$ cat config.mk
export PLATFORM = sky130hd
export DESIGN_NAME = conv_frame_loader
export DESIGN_NICKNAME = d
export VERILOG_FILES = /design/src/rtl/conv_frame_loader.sv
export SDC_FILE = /design/constraint.sdc
export NUM_CORES = 1
export LEC_CHECK = 0
export CAP_MARGIN = 20
export CORE_AREA = 2 2 261 263
export DETAILED_ROUTE_END_ITERATION = 10
export DIE_AREA = 0 0 263 265
export PLACE_DENSITY = 0.63
export SLEW_MARGIN = 25
export SYNTH_ARGS = -nofsm -noshare
export SYNTH_HDL_FRONTEND = slang
export SYNTH_SLANG_ARGS = --single-unit
$ cat constraint.sdc
create_clock -name clk_i -period 5.3 [get_ports clk_i]
set_input_delay 0.795 -clock clk_i [delete_from_list [all_inputs] [get_ports clk_i]]
set_output_delay 0.795 -clock clk_i [all_outputs]
set_load 0.005 [all_outputs]
$ cat src/rtl/conv_frame_loader.sv
// conv_frame_loader: packs a row-major valid/ready byte stream into the flat
// matrix consumed by the 9x9 convolution core, pulses the core's start and
// holds the matrix frozen until the core reports done.
//
// Optional framing check: define CONV_FRAME_LOADER_FRAME_CHECK_EN to sample
// in_last_i on every transfer and raise the sticky err_o on early or missing
// last markers. Without it in_last_i is ignored and err_o stays 0.
module conv_frame_loader #(
  parameter int unsigned ROWS   = 9,
  parameter int unsigned COLS   = 9,
  parameter int unsigned DATA_W = 8
) (
  input  logic                          clk_i,
  input  logic                          rst_ni,
  input  logic [DATA_W-1:0]             in_data_i,
  input  logic                          in_valid_i,
  output logic                          in_ready_o,
  input  logic                          in_last_i,
  output logic [ROWS*COLS*DATA_W-1:0]   conv_matrix_o,
  output logic                          conv_start_o,
  input  logic                          conv_done_i,
  output logic                          busy_o,
  output logic [15:0]                   frame_count_o,
  output logic                          err_o
);

  localparam int unsigned N     = ROWS * COLS;
  localparam int unsigned MAT_W = N * DATA_W;
  localparam int unsigned CntW  = (N > 1) ? $clog2(N) : 1;

  typedef enum logic [1:0] {StLoad, StStart, StWait} state_e;

  state_e              state_q;
  logic [CntW-1:0]     cnt_q;
  logic                in_ready_q;
  logic                conv_start_q;
  logic                busy_q;
  logic                err_q;
  logic [15:0]         frame_count_q;
  logic [MAT_W-1:0]    mat_q;

  logic                xfer;
  logic                cnt_last;
  logic                early_last;
  logic                missing_last;

  // Transfer qualification and position of the current element in the frame.
  always_comb begin
    xfer     = in_valid_i & in_ready_q;
    cnt_last = (cnt_q == CntW'(N - 1));
  end

`ifdef CONV_FRAME_LOADER_FRAME_CHECK_EN
  // Framing violations, only meaningful when a transfer happens.
  always_comb begin
    early_last   = in_last_i & ~cnt_last;
    missing_last = ~in_last_i & cnt_last;
  end
`else
  logic unused_in_last;

  // Framing check disabled: in_last is ignored entirely.
  always_comb begin
    early_last     = 1'b0;
    missing_last   = 1'b0;
    unused_in_last = in_last_i;
  end
`endif

  // Frame FSM with all outputs registered; matrix only written on LOAD transfers.
  always_ff @(posedge clk_i) begin
    if (!rst_ni) begin
      state_q       <= StLoad;
      cnt_q         <= '0;
      in_ready_q    <= 1'b0;
      conv_start_q  <= 1'b0;
      busy_q        <= 1'b0;
      err_q         <= 1'b0;
      frame_count_q <= '0;
      mat_q         <= '0;
    end else begin
      case (state_q)
        StLoad: begin
          // Ready comes up on the first LOAD cycle after reset or WAIT.
          in_ready_q <= 1'b1;
          if (xfer) begin
            for (int unsigned i = 0; i < N; i++) begin
              if (cnt_q == CntW'(i)) begin
                mat_q[i*DATA_W +: DATA_W] <= in_data_i;
              end
            end
            if (early_last) begin
              // Drop the partial frame; written elements linger until overwritten.
              err_q <= 1'b1;
              cnt_q <= '0;
            end else if (cnt_last) begin
              if (missing_last) begin
                err_q <= 1'b1;
              end
              cnt_q        <= '0;
              state_q      <= StStart;
              conv_start_q <= 1'b1;
              in_ready_q   <= 1'b0;
              busy_q       <= 1'b1;
            end else begin
              cnt_q <= cnt_q + CntW'(1);
            end
          end
        end

        StStart: begin
          conv_start_q  <= 1'b0;
          state_q       <= StWait;
          frame_count_q <= frame_count_q + 16'd1;
        end

        StWait: begin
          if (conv_done_i) begin
            state_q    <= StLoad;
            in_ready_q <= 1'b1;
            busy_q     <= 1'b0;
          end
        end

        default: begin
          state_q    <= StLoad;
          in_ready_q <= 1'b0;
        end
      endcase
    end
  end

  // Registered outputs.
  always_comb begin
    in_ready_o    = in_ready_q;
    conv_matrix_o = mat_q;
    conv_start_o  = conv_start_q;
    busy_o        = busy_q;
    frame_count_o = frame_count_q;
    err_o         = err_q;
  end

endmodule

# Word-level counts from Yosys, hierarchy flattened
# Cells that the tools add are included.
[classes]
n_mux = 14
addsub = 2
n_reduce_logical = 90
n_bitwise = 2
n_eq_ne = 85
[op_table]
columns = ["operator", "count"]
rows = [
  ["$reduce_and A3 Y1", 83],
  ["$eq A7 B6 Y1 const B", 32],
  ["$eq A7 B7 Y1 const B", 17],
  ["$eq A7 B5 Y1 const B", 16],
  ["$eq A7 B4 Y1 const B", 8],
  ["$eq A7 B3 Y1 const B", 4],
  ["$add A16 B1 Y16 const B", 1],
  ["$eq A7 B2 Y1 const B", 2],
  ["$add A7 B1 Y7 const B", 1],
  ["$eq A7 B1 Y1 const B", 1],
  ["$logic_not A7 Y1", 1],
  ["$mux W7", 1],
  ["$mux W1", 6],
  ["$mux W2", 3],
  ["$ne A2 B2 Y1 const B", 3],
  ["$pmux W2 S3", 1],
  ["$pmux W1 S2", 2],
  ["$reduce_and A2 Y1", 2],
  ["$reduce_and A4 Y1", 1],
  ["$reduce_bool A2 Y1", 2],
  ["$pmux W1 S3", 1],
  ["$eq A2 B1 Y1 const B", 1],
  ["$eq A2 B2 Y1 const B", 1],
  ["$logic_not A2 Y1", 1],
  ["other kinds (2)", 2],
]
[totals]
output_inout_bits = 668
register_bits = 676
elab_cells = 280
in_bits = 13

# Logic depth before layout (Yosys ltp)
# Gate-level depths: netlist of the first run.
[depth]
ltp_word = 4
depth_mapped = 8
ltp_nobuf = 6

# Worst setup path before layout of the first run
# OpenSTA, ideal clock, no wires.
[synth_path]
kind = "input port to flip-flop"
start = "input in_valid_i"
end = "register mat_q[600] (netlist: conv_matrix_o[600])"
n_path_buf = 2
arrival_time_ps = 1963
t_required_ps = 5172
cell_stages = 6
path_slack_ps = 3209
setup_ps = 128
cell_sequence = "nor4bb_4 buf_6 buf_6 nand4_2 mux2i_1 nor2_1"
[synth_between]
elab_chain_cells = 2
[synth_lines]
columns = ["element", "line", "source"]
rows = [
  ["start: declaration", "16", "input logic in_valid_i,"],
  ["$and A1 B1 Y1", "49", "xfer = in_valid_i & in_ready_q;"],
  ["$reduce_and A3 Y1 (no line)", "n/a", ""],
  ["end signal: indexed assignment", "89", "mat_q[i*DATA_W +: DATA_W] <= in_data_i;"],
  ["end: declaration", "40", "logic [MAT_W-1:0] mat_q;"],
]
# No other way between the ends.
# A chain may end at the register's enable or synchronous reset.

# Worst setup path in the final report of the first run
[layout_path]
start = "register cnt_q[0]"
end = "register mat_q[385] (netlist: conv_matrix_o[385])"
[layout_between]
elab_chain_cells = 2
[layout_lines]
columns = ["element", "line", "source"]
rows = [
  ["start: declaration", "34", "logic [CntW-1:0] cnt_q;"],
  ["start signal: assignment", "106", "cnt_q <= cnt_q + CntW'(1);"],
  ["$eq A7 B6 Y1", "88", "if (cnt_q == CntW'(i)) begin"],
  ["$reduce_and A3 Y1 (no line)", "n/a", ""],
]
# No other way between the ends.

==> qor.txt, run 1 <==
First DRT Iteration DRCs - 1,134
Reg clk slew, reported paths - 60 ps
Post-Route Setup TNS - 0 ps
Worst Reg-to-Reg Cells - 7
CTS Buf Count - 75
pin count of the biggest net entering global routing - 188
Final Max Slew Viols - 0
final instance area - 35,500 um2
Placed Cells incl. Taps - 3,759
WL/cell - 22.5 um
Worst Hold Path Cells - 2
Final Non-Filler Cells - 3,896
Reg-to-Reg Start - cnt_q[0]
I/O Buffers - 678
Routed WL - 87,600 um
Crit Path Category - reg2reg
worst setup path end - conv_matrix_o[385]
reg2reg end - conv_matrix_o[385]
Synth Instances - 2,367
layout cell share with drive strength beyond 1 - 8.21%
start point of the critical path - cnt_q[0]
clock latency on the worst-skew pair - 620 ps
Max-slew headroom - 25.9%
Clock Tree Root - clkbuf_16
clock power share - 49.6%
RSZ-0062 raised after global routing - false
GRT Overall Usage - 24.2%
number of synthesized flops with an enable pin - 0
grt ovf - 0
Initial Util - 38.5%
Yosys cell types - 50
Internal - 8380 uW
multi-input logic area - 11,200 um2
Crit Path Max Fanout - 16
post-route ant nets - 0
number of I/O pins - 681
Main synth FF type - dfxtp_1
Die Y - 265 um
syn_area_per_cell - 10.9 um2
vias per cell - 4.96
H-Tree Level Count - 3
Synth Net Count - 2,385
Critical Path RT - 5760 ps
Post-Synthesis Cell Area - 25,700 um2
die width - 263 um
CTS Hold Buffers Added - 0
drt drc - 0
setup slack, reg-to-reg - 2320 ps
number of global-route vias before repair - 18,900
Sw Ratio - 22.4%
Sequential Area - 13,500 um2
Arrival @ worst endpoint - 3440 ps
FFs w/ async S/R, synth - 0%
Hold Path Class - reg2reg
Yosys top cell by area - dfxtp_1
Max Cap Viol - 0
warnings from Yosys - 0
switching pwr - 2420 uW
Routability Congestion - 0.819
Placed Area - 32,900 um2
post-synth top area share - 52.7%
Die Area - 69,700 um2
# nets final - 2,981
clock sink total - 676
Flop pwr share - 47.2%
Core Area - 66,800 um2
total iterations of the first detailed-routing run - 5
CP endpoint kind - register
antenna violations before repair - 2
register area share after synthesis - 52.7%
vias - 19,300
Row Count - 95
min Tclk post-route - 2980 ps
hold_ws - 455 ps
final setup vio count - 0
Power Density - 304 nW/um2
Leak - 0.0172 uW
Max clock buf depth - 3
Tcrit/Tclk final - 56.2%
Layout fillers - 5,836
CP Launch Type - register
Worst-Margin Slew - 1110 ps
FF+latch count, synth - 676
first-pass GRT wire length - 127,000 um
top cells by area, synth - dfxtp_1 53%, mux2i_1 25%, nor2_1 7.8%
setup bufs post-CTS - 0
Area growth syn-to-layout - 38.1%
skew final - 18.3 ps
TritonCTS clock tree - yes
status - finished, final reports clean
post-CTS sizing - 0
f_max - 336 MHz
Max IR drop VDD - 0.000243 V
Comb pwr share - 3.2%
Final Hold Fails - 0
Final HPWL DP - 59,500 um
critical path, stage by stage (launching register included):
cell and delay, ps:
dfxtp_1 380, inv_1 110, ha_2 860, nor3b_4 670
buf_4 320, nand3_4 190, mux2i_1 230, nor2_1 60
metrics by stage:
| step | power [uW] | utilization, % | setup slack, ps |
|---|---|---|---|
| global route | 11100 | 53.1 | 2070 |
| CTS | 10900 | 53.1 | 2280 |
| global placement | 5550 | 49.2 | 1790 |
| finish | 10800 | 53.1 | 2320 |
| floorplan | 5430 | - | 3210 |
| detailed placement | 5550 | 49.2 | 1750 |
cell usage after synthesis (2+ instances only):
| library cell | n |
|---|---|
| xnor2_1 | 10 |
| buf_6 | 14 |
| nor4_1 | 2 |
| nand4_1 | 8 |
| clkbuf_1 | 132 |
| nand2_1 | 146 |
| dfxtp_1 | 676 |
| inv_1 | 6 |
| nor3_1 | 5 |
| nand4_2 | 11 |
| nand3_4 | 16 |
| a31oi_1 | 2 |
| nor2_1 | 535 |
| buf_2 | 14 |
| nand3_2 | 4 |
| and3_1 | 2 |
| buf_12 | 5 |
| a21oi_1 | 12 |
| nand2b_1 | 2 |
| nand4_4 | 49 |
| a22o_1 | 8 |
| nor3b_1 | 4 |
| nor2b_1 | 3 |
| ha_1 | 5 |
| buf_1 | 9 |
| buf_4 | 10 |
| nand3_1 | 13 |
| and3b_1 | 2 |
| xor2_1 | 8 |
| mux2i_1 | 634 |
worst min path at each step:
stage,end,start,slack (ps)
detailed placement,conv_matrix_o[131],conv_matrix_o[131],450
CTS,conv_matrix_o[131],conv_matrix_o[131],450
floorplan,conv_matrix_o[128],conv_matrix_o[128],450
finish,conv_matrix_o[238],conv_matrix_o[238],450
global route,conv_matrix_o[190],conv_matrix_o[190],480
global placement,conv_matrix_o[238],conv_matrix_o[238],440
kinds of logic after synthesis:
logic type      after synthesis  synth area share [%]
other cells                   1                0.0146
flops                       676                  52.7
xor+xnor                     18                 0.614
fa+ha+maj                     5                 0.244
compound gates               26                 0.677
buf+inv                     191                  3.73
simple gates                816                  17.3
mux                         634                  24.7
state kept, by name, indices dropped and copies added (netlist names):
register / flops
busy_o: 1
cnt_q: 7
conv_matrix_o: 648
conv_start_o: 1
frame_count_o: 16
in_ready_o: 1
state_q: 2
area by class of cell:
| type | count | share of cell area, % |
|---|---|---|
| repair buffers | 703 | 19.7 |
| clock buffers | 117 | 6.48 |
| diodes | 2 | 0.0141 |
| flip-flops and latches | 676 | 38.2 |
| clock inverters | 18 | 0.737 |
| multi-input cells | 1500 | 31.7 |
| inverters | 7 | 0.109 |
| well taps | 873 | 3.08 |
layout by cell type, fill, tap and decap left out, types with 3 or more instances in the layout:
master	instances
clkbuf_8	18
nand4_4	49
nand4_2	11
clkinv_2	7
mux2i_1	634
nand3_4	16
ha_2	4
buf_12	4
a22o_1	8
a21oi_1	12
xor2_1	8
clkinv_8	3
buf_2	4
nor2_1	535
buf_4	25
nand2_1	146
nor3_1	5
inv_1	6
xnor2_1	10
clkbuf_16	79
nand3_1	13
dfxtp_1	676
nand3_2	4
bufinv_16	5
clkdlybuf4s50_1	669
nand4_1	8
clkbuf_1	20
layer usage:
metal,vias to the layer above,track usage (%),wire length [um]
li1,9162,-,-
met1,9370,28.4,35500
met2,646,40.7,42100
met3,147,7.88,6720
met4,0,10.1,3240
met5,-,0,0
power groups by stage:
stage                     combinational, uW  sequential [uW]  clock [uW]
final                                   345             5090        5360
after floorplan                         223             5200           0
after global routing                    364             5090        5670
after CTS                               350             5090        5470
after global placement                  346             5200           0
after detailed placement                350             5200           0
No activity file was read; power rests on OpenSTA's default activity.
==> run 2, diff against run 1 <==
==> constraint.sdc (replaced) <==
create_clock -name clk_i -period 2.9 [get_ports clk_i]
set_input_delay 0.435 -clock clk_i [delete_from_list [all_inputs] [get_ports clk_i]]
set_output_delay 0.435 -clock clk_i [all_outputs]
set_load 0.005 [all_outputs]
==> qor.txt, run 2 (synthesized netlist as in run 1, its figures left out) <==
Critical Path RT - 3370 ps (-2390 ps)
Row Count - 95 (unchanged)
post-route ant nets - 0 (unchanged)
First DRT Iteration DRCs - 1,125 (-0.79%)
Max clock buf depth - 3 (unchanged)
Routed met1 length - 35,100 um (-1.0%)
Placed Cells incl. Taps - 3,785 (+0.69%)
met3 routed WL - 6750 um (+0.49%)
Clock Tree Root - clkbuf_16
layout cell share with drive strength beyond 1 - 8.91% (+0.70 points)
pin count of the biggest net entering global routing - 196 (+4.3%)
CP endpoint kind - register
Final Hold Fails - 0 (unchanged)
Area growth syn-to-layout - 38.9%
first-pass GRT wire length - 129,000 um (+1.3%)
Die Y - 265 um (unchanged)
min Tclk post-route - 2320 ps (-659 ps)
drt drc - 0 (unchanged)
Routed WL - 87,800 um (+0.28%)
I/O Buffers - 678 (unchanged)
number of global-route vias before repair - 19,400 (+2.6%)
number of I/O pins - 681 (unchanged)
Die Area - 69,700 um2 (unchanged)
total iterations of the first detailed-routing run - 5 (unchanged)
clock latency on the worst-skew pair - 600 ps (-20 ps)
max reg flops - 648 (unchanged)
antenna violations before repair - 1 (-1)
status - finished, final reports clean
Arrival @ worst endpoint - 2790 ps (-650 ps)
post-CTS sizing - 0 (unchanged)
min-delay src - in_data_i[4]
skew final - 19.8 ps (+1.58 ps)
clock power share - 48.8% (-0.8 points)
Final Non-Filler Cells - 3,918 (+0.56%)
Worst-Margin Slew - 991 ps (-120 ps)
Reg-to-Reg Start - cnt_q[4]
Comb pwr share - 3.5% (+0.3 points)
switching pwr - 4410 uW (+83%)
Crit Path Category - reg2reg
grt ovf - 0 (unchanged)
Hold Path Class - in2reg
CP Launch Type - register
Final Max Slew Viols - 0 (unchanged)
Sw Ratio - 22.6% (+0.26 points)
Max Cap Viol - 0 (unchanged)
Max IR drop VDD - 0.000485 V (+100%)
f_max - 432 MHz (+28%)
most frequent cells in the layout - 676 x dfxtp_1, 669 x clkdlybuf4s50_1, 634 x mux2i_1
Routability Congestion - 0.825 (+0.81%)
# nets final - 3,005 (+0.81%)
clock sink total - 676 (unchanged)
WL/cell - 22.4 um (-0.29%)
RSZ-0062 raised after global routing - false
CTS Buf Count - 73 (-2.7%)
Post-Route Setup TNS - 0 ps (unchanged)
H-Tree Level Count - 3 (unchanged)
GRT Overall Usage - 24.4% (+0.15 points)
die width - 263 um (unchanged)
Initial Util - 38.5% (unchanged)
met2 routed WL - 42,300 um (+0.32%)
vias - 19,500 (+0.92%)
start point of the critical path - cnt_q[4]
Reg clk slew, reported paths - 60 ps (about the same)
setup bufs post-CTS - 0 (unchanged)
Max-slew headroom - 34.0% (+8.0 points)
final setup vio count - 0 (unchanged)
Flop pwr share - 47.7% (+0.5 points)
Tcrit/Tclk final - 79.9% (+24 points)
Core Area - 66,800 um2 (unchanged)
vias per cell - 4.98 (+0.35%)
Internal - 15,100 uW (+80%)
Final HPWL DP - 60,300 um (+1.4%)
Crit Path Max Fanout - 16 (unchanged)
Leak - 0.0173 uW (+0.67%)
commonest non-fill, non-tap cell in the layout - dfxtp_1
CTS Hold Buffers Added - 0 (unchanged)
TritonCTS clock tree - yes
top routing layer in use - met4
Power Density - 546 nW/um2 (+79%)
run 2: cell type report:
| class | count | area [um2] |
|---|---|---|
| diodes | 2 | 5.00 |
| clock buffers | 110 | 2170 |
| clock inverters | 21 | 280 |
| fillers | 5809 | 31100 |
| inverters | 7 | 33.8 |
| multi-input cells | 1500 | 11200 |
| flip-flops and latches | 676 | 13500 |
| well taps | 873 | 1090 |
| repair buffers | 729 | 7340 |
run 2: power groups by stage:
stage	Clock, uW	Combinational (uW)	Sequential [uW]
after global routing	10100	713	9300
after CTS	9700	684	9310
after floorplan	0	408	9510
final	9510	675	9310
after global placement	0	673	9510
after detailed placement	0	684	9510
run 2: per-layer routing:
metal  up-vias  GRT usage, %
met3       174          7.83
met1      9490          28.3
met5         -             0
li1       9215             -
met2       623          41.1
met4         0          10.8
run 2: worst max-delay path: stages (launching register included):
cell	delay, ps
dfxtp_1	540
and3b_2	760
nand4_2	490
mux2i_1	310
nor2_1	60
run 2: path summary, 6_finish.rpt:
check / cells after the start / endpoint / slack, ps
setup / recovery: 4 / conv_matrix_o[467] / 580
hold / removal: 3 / conv_matrix_o[148] / 290
hold reg to reg: 2 / conv_matrix_o[129] / 460
setup reg to reg: 4 / conv_matrix_o[467] / 580
run 2: stage by stage:
| stage | setup WS, ps | area, um2 | util, % | total power [uW] | hold WS (ps) |
|---|---|---|---|---|---|
| after CTS | 581 | 35700 | 53.4 | 19700 | 273 |
| after global placement | 229 | 33200 | 49.7 | 10200 | 445 |
| after detailed placement | 163 | 33200 | 49.7 | 10200 | 454 |
| after floorplan | 981 | 25700 | - | 9920 | 453 |
| final | 583 | 35700 | 53.4 | 19500 | 290 |
| after global routing | 440 | 35700 | 53.4 | 20100 | 277 |
==> run 3, diff against run 2 <==
==> constraint.sdc (replaced) <==
create_clock -name clk_i -period 2.2 [get_ports clk_i]
set_input_delay 0.33 -clock clk_i [delete_from_list [all_inputs] [get_ports clk_i]]
set_output_delay 0.33 -clock clk_i [all_outputs]
set_load 0.005 [all_outputs]
==> qor.txt, run 3 (synthesized netlist as in run 1, its figures left out) <==
Placed Cells incl. Taps - 3,825 (+1.1%)
Max clock buf depth - 3 (unchanged)
final instance area - 36,200 um2 (+1.5%)
vias per cell - 4.97 (-0.21%)
Initial Util - 38.5% (unchanged)
reg2reg end - conv_matrix_o[515]
Sw Ratio - 22.5% (-0.14 points)
Leak - 0.0176 uW (+1.7%)
min-delay src - in_data_i[6]
Placed Area - 33,800 um2 (+1.8%)
Row Count - 95 (unchanged)
skew final - 19.1 ps (-0.743 ps)
post-CTS sizing - 0 (unchanged)
Crit Path Category - reg2out
Tot Pwr - 25,400 uW (+30%)
Max Cap Viol - 0 (unchanged)
CTS Hold Buffers Added - 0 (unchanged)
first-pass GRT wire length - 128,000 um (-0.84%)
TritonCTS clock tree - yes
CP Launch Type - register
antenna violations before repair - 2 (+1)
Reg clk slew, reported paths - 60 ps (about the same)
CP endpoint kind - primary output
Flop pwr share - 48.3% (+0.6 points)
Final Max Slew Viols - 0 (unchanged)
number of global-route vias before repair - 19,300 (-0.79%)
Die Area - 69,700 um2 (unchanged)
Critical Path RT - 1870 ps (-1500 ps)
GRT Overall Usage - 24.2% (-0.17 points)
Max stage delay on crit path - 660 ps (-100 ps)
Worst Reg-to-Reg Cells - 7 (+3)
I/O Buffers - 678 (unchanged)
setup slack, reg-to-reg - 280 ps (-300 ps)
Power Density - 701 nW/um2 (+28%)
Max IR drop VDD - 0.000615 V (+27%)
Comb pwr share - 3.6% (about the same)
Final Hold Fails - 0 (unchanged)
clock sink total - 676 (unchanged)
commonest non-fill, non-tap cell in the layout - dfxtp_1
vias - 19,600 (+0.71%)
Tcrit/Tclk final - 91.9%
# nets final - 3,043 (+1.3%)
Hold Path Class - in2reg
f_max - 494 MHz
Final Non-Filler Cells - 3,954 (+0.92%)
Clock Tree Root - clkbuf_16
Arrival @ worst endpoint - 1690 ps (-1100 ps)
drt drc - 0 (unchanged)
Post-Route Setup TNS - 0 ps (unchanged)
Crit Path Max Fanout - 7 (-9)
pin count of the biggest net entering global routing - 138 (-30%)
final setup vio count - 0 (unchanged)
Final Core Density - 54.2% (+0.79 points)
grt ovf - 0 (unchanged)
critical path, cell by cell - clkdlybuf4s50_1
most frequent cells in the layout - 676 x dfxtp_1, 669 x clkdlybuf4s50_1, 634 x mux2i_1
min Tclk post-route - 2020 ps
worst setup path end - frame_count_o[3]
CTS Buf Count - 71 (-2.7%)
Reg-to-Reg Start - cnt_q[0]
setup bufs post-CTS - 0 (unchanged)
start point of the critical path - frame_count_o[3]
First DRT Iteration DRCs - 1,146 (+1.9%)
Routed WL - 87,400 um (-0.52%)
Core Area - 66,800 um2 (unchanged)
layout cell share with drive strength beyond 1 - 10.2% (+1.3 points)
Final HPWL DP - 61,200 um (+1.5%)
Routability Congestion - 0.835 (+1.2%)
Internal - 19,700 uW (+30%)
critical path's top delay family - buffers and inverters
Worst-Margin Slew - 815 ps (-176 ps)
Max-slew headroom - 45.6% (+12 points)
cell depth of the worst setup path - 1 (-3)
RSZ-0062 raised after global routing - false
total iterations of the first detailed-routing run - 5 (unchanged)
Crit-path slowest cell - clkdlybuf4s50_1
clock latency on the worst-skew pair - 600 ps (about the same)
H-Tree Level Count - 3 (unchanged)
max reg flops - 648 (unchanged)
Area growth syn-to-layout - 41.0%
Die Y - 265 um (unchanged)
post-route ant nets - 0 (unchanged)
Buf/Inv on CP - 1 (+1)
number of I/O pins - 681 (unchanged)
WL/cell - 22.1 um (-1.4%)
switching pwr - 5710 uW (+29%)
clock power share - 48.1% (-0.7 points)
status - finished, final reports clean
die width - 263 um (unchanged)
## run 3: how the worst min path moves through the flow
stage / end / slack, ps / cells after the start
final: conv_matrix_o[638] / 70 / 3
after detailed placement: conv_matrix_o[131] / 450 / 2
after floorplan: conv_matrix_o[128] / 450 / 2
after global placement: conv_matrix_o[227] / 440 / 2
after CTS: conv_matrix_o[638] / 30 / 3
after global routing: conv_matrix_o[638] / 70 / 3
## run 3: per-stage QoR
stage / hold WS (ps) / worst slack [ps]
2_1_floorplan: 453 / 281
3_3_place_gp: 444 / -198
3_5_place_dp: 451 / -227
4_1_cts: 32.7 / 135
5_1_grt: 65.3 / 115
6_report: 72.0 / 178
## run 3: metal layers
metal  GRT usage [%]  share of wire, %
met1            28.3                41
met2            41.3                49
met3            7.37               7.2
met4            9.78               3.6
met5               0             0.015
## run 3: layout make-up
type	count	area (um2)
Clock inverter	28	298
Multi-Input combinational cell	1500	11200
Antenna cell	1	2.50
Timing Repair Buffer	769	7940
Fill cell	5750	30600
Tap cell	873	1090
Clock buffer	100	2080
Sequential cell	676	13500
Inverter	7	33.8
## run 3: power by group through the flow
stage / clock, uW / combinational (uW) / sequential, uW
global placement: 0 / 914 / 12500
detailed placement: 0 / 922 / 12500
floorplan: 0 / 538 / 12500
global route: 13000 / 964 / 12300
CTS: 12500 / 923 / 12300
finish: 12200 / 915 / 12300
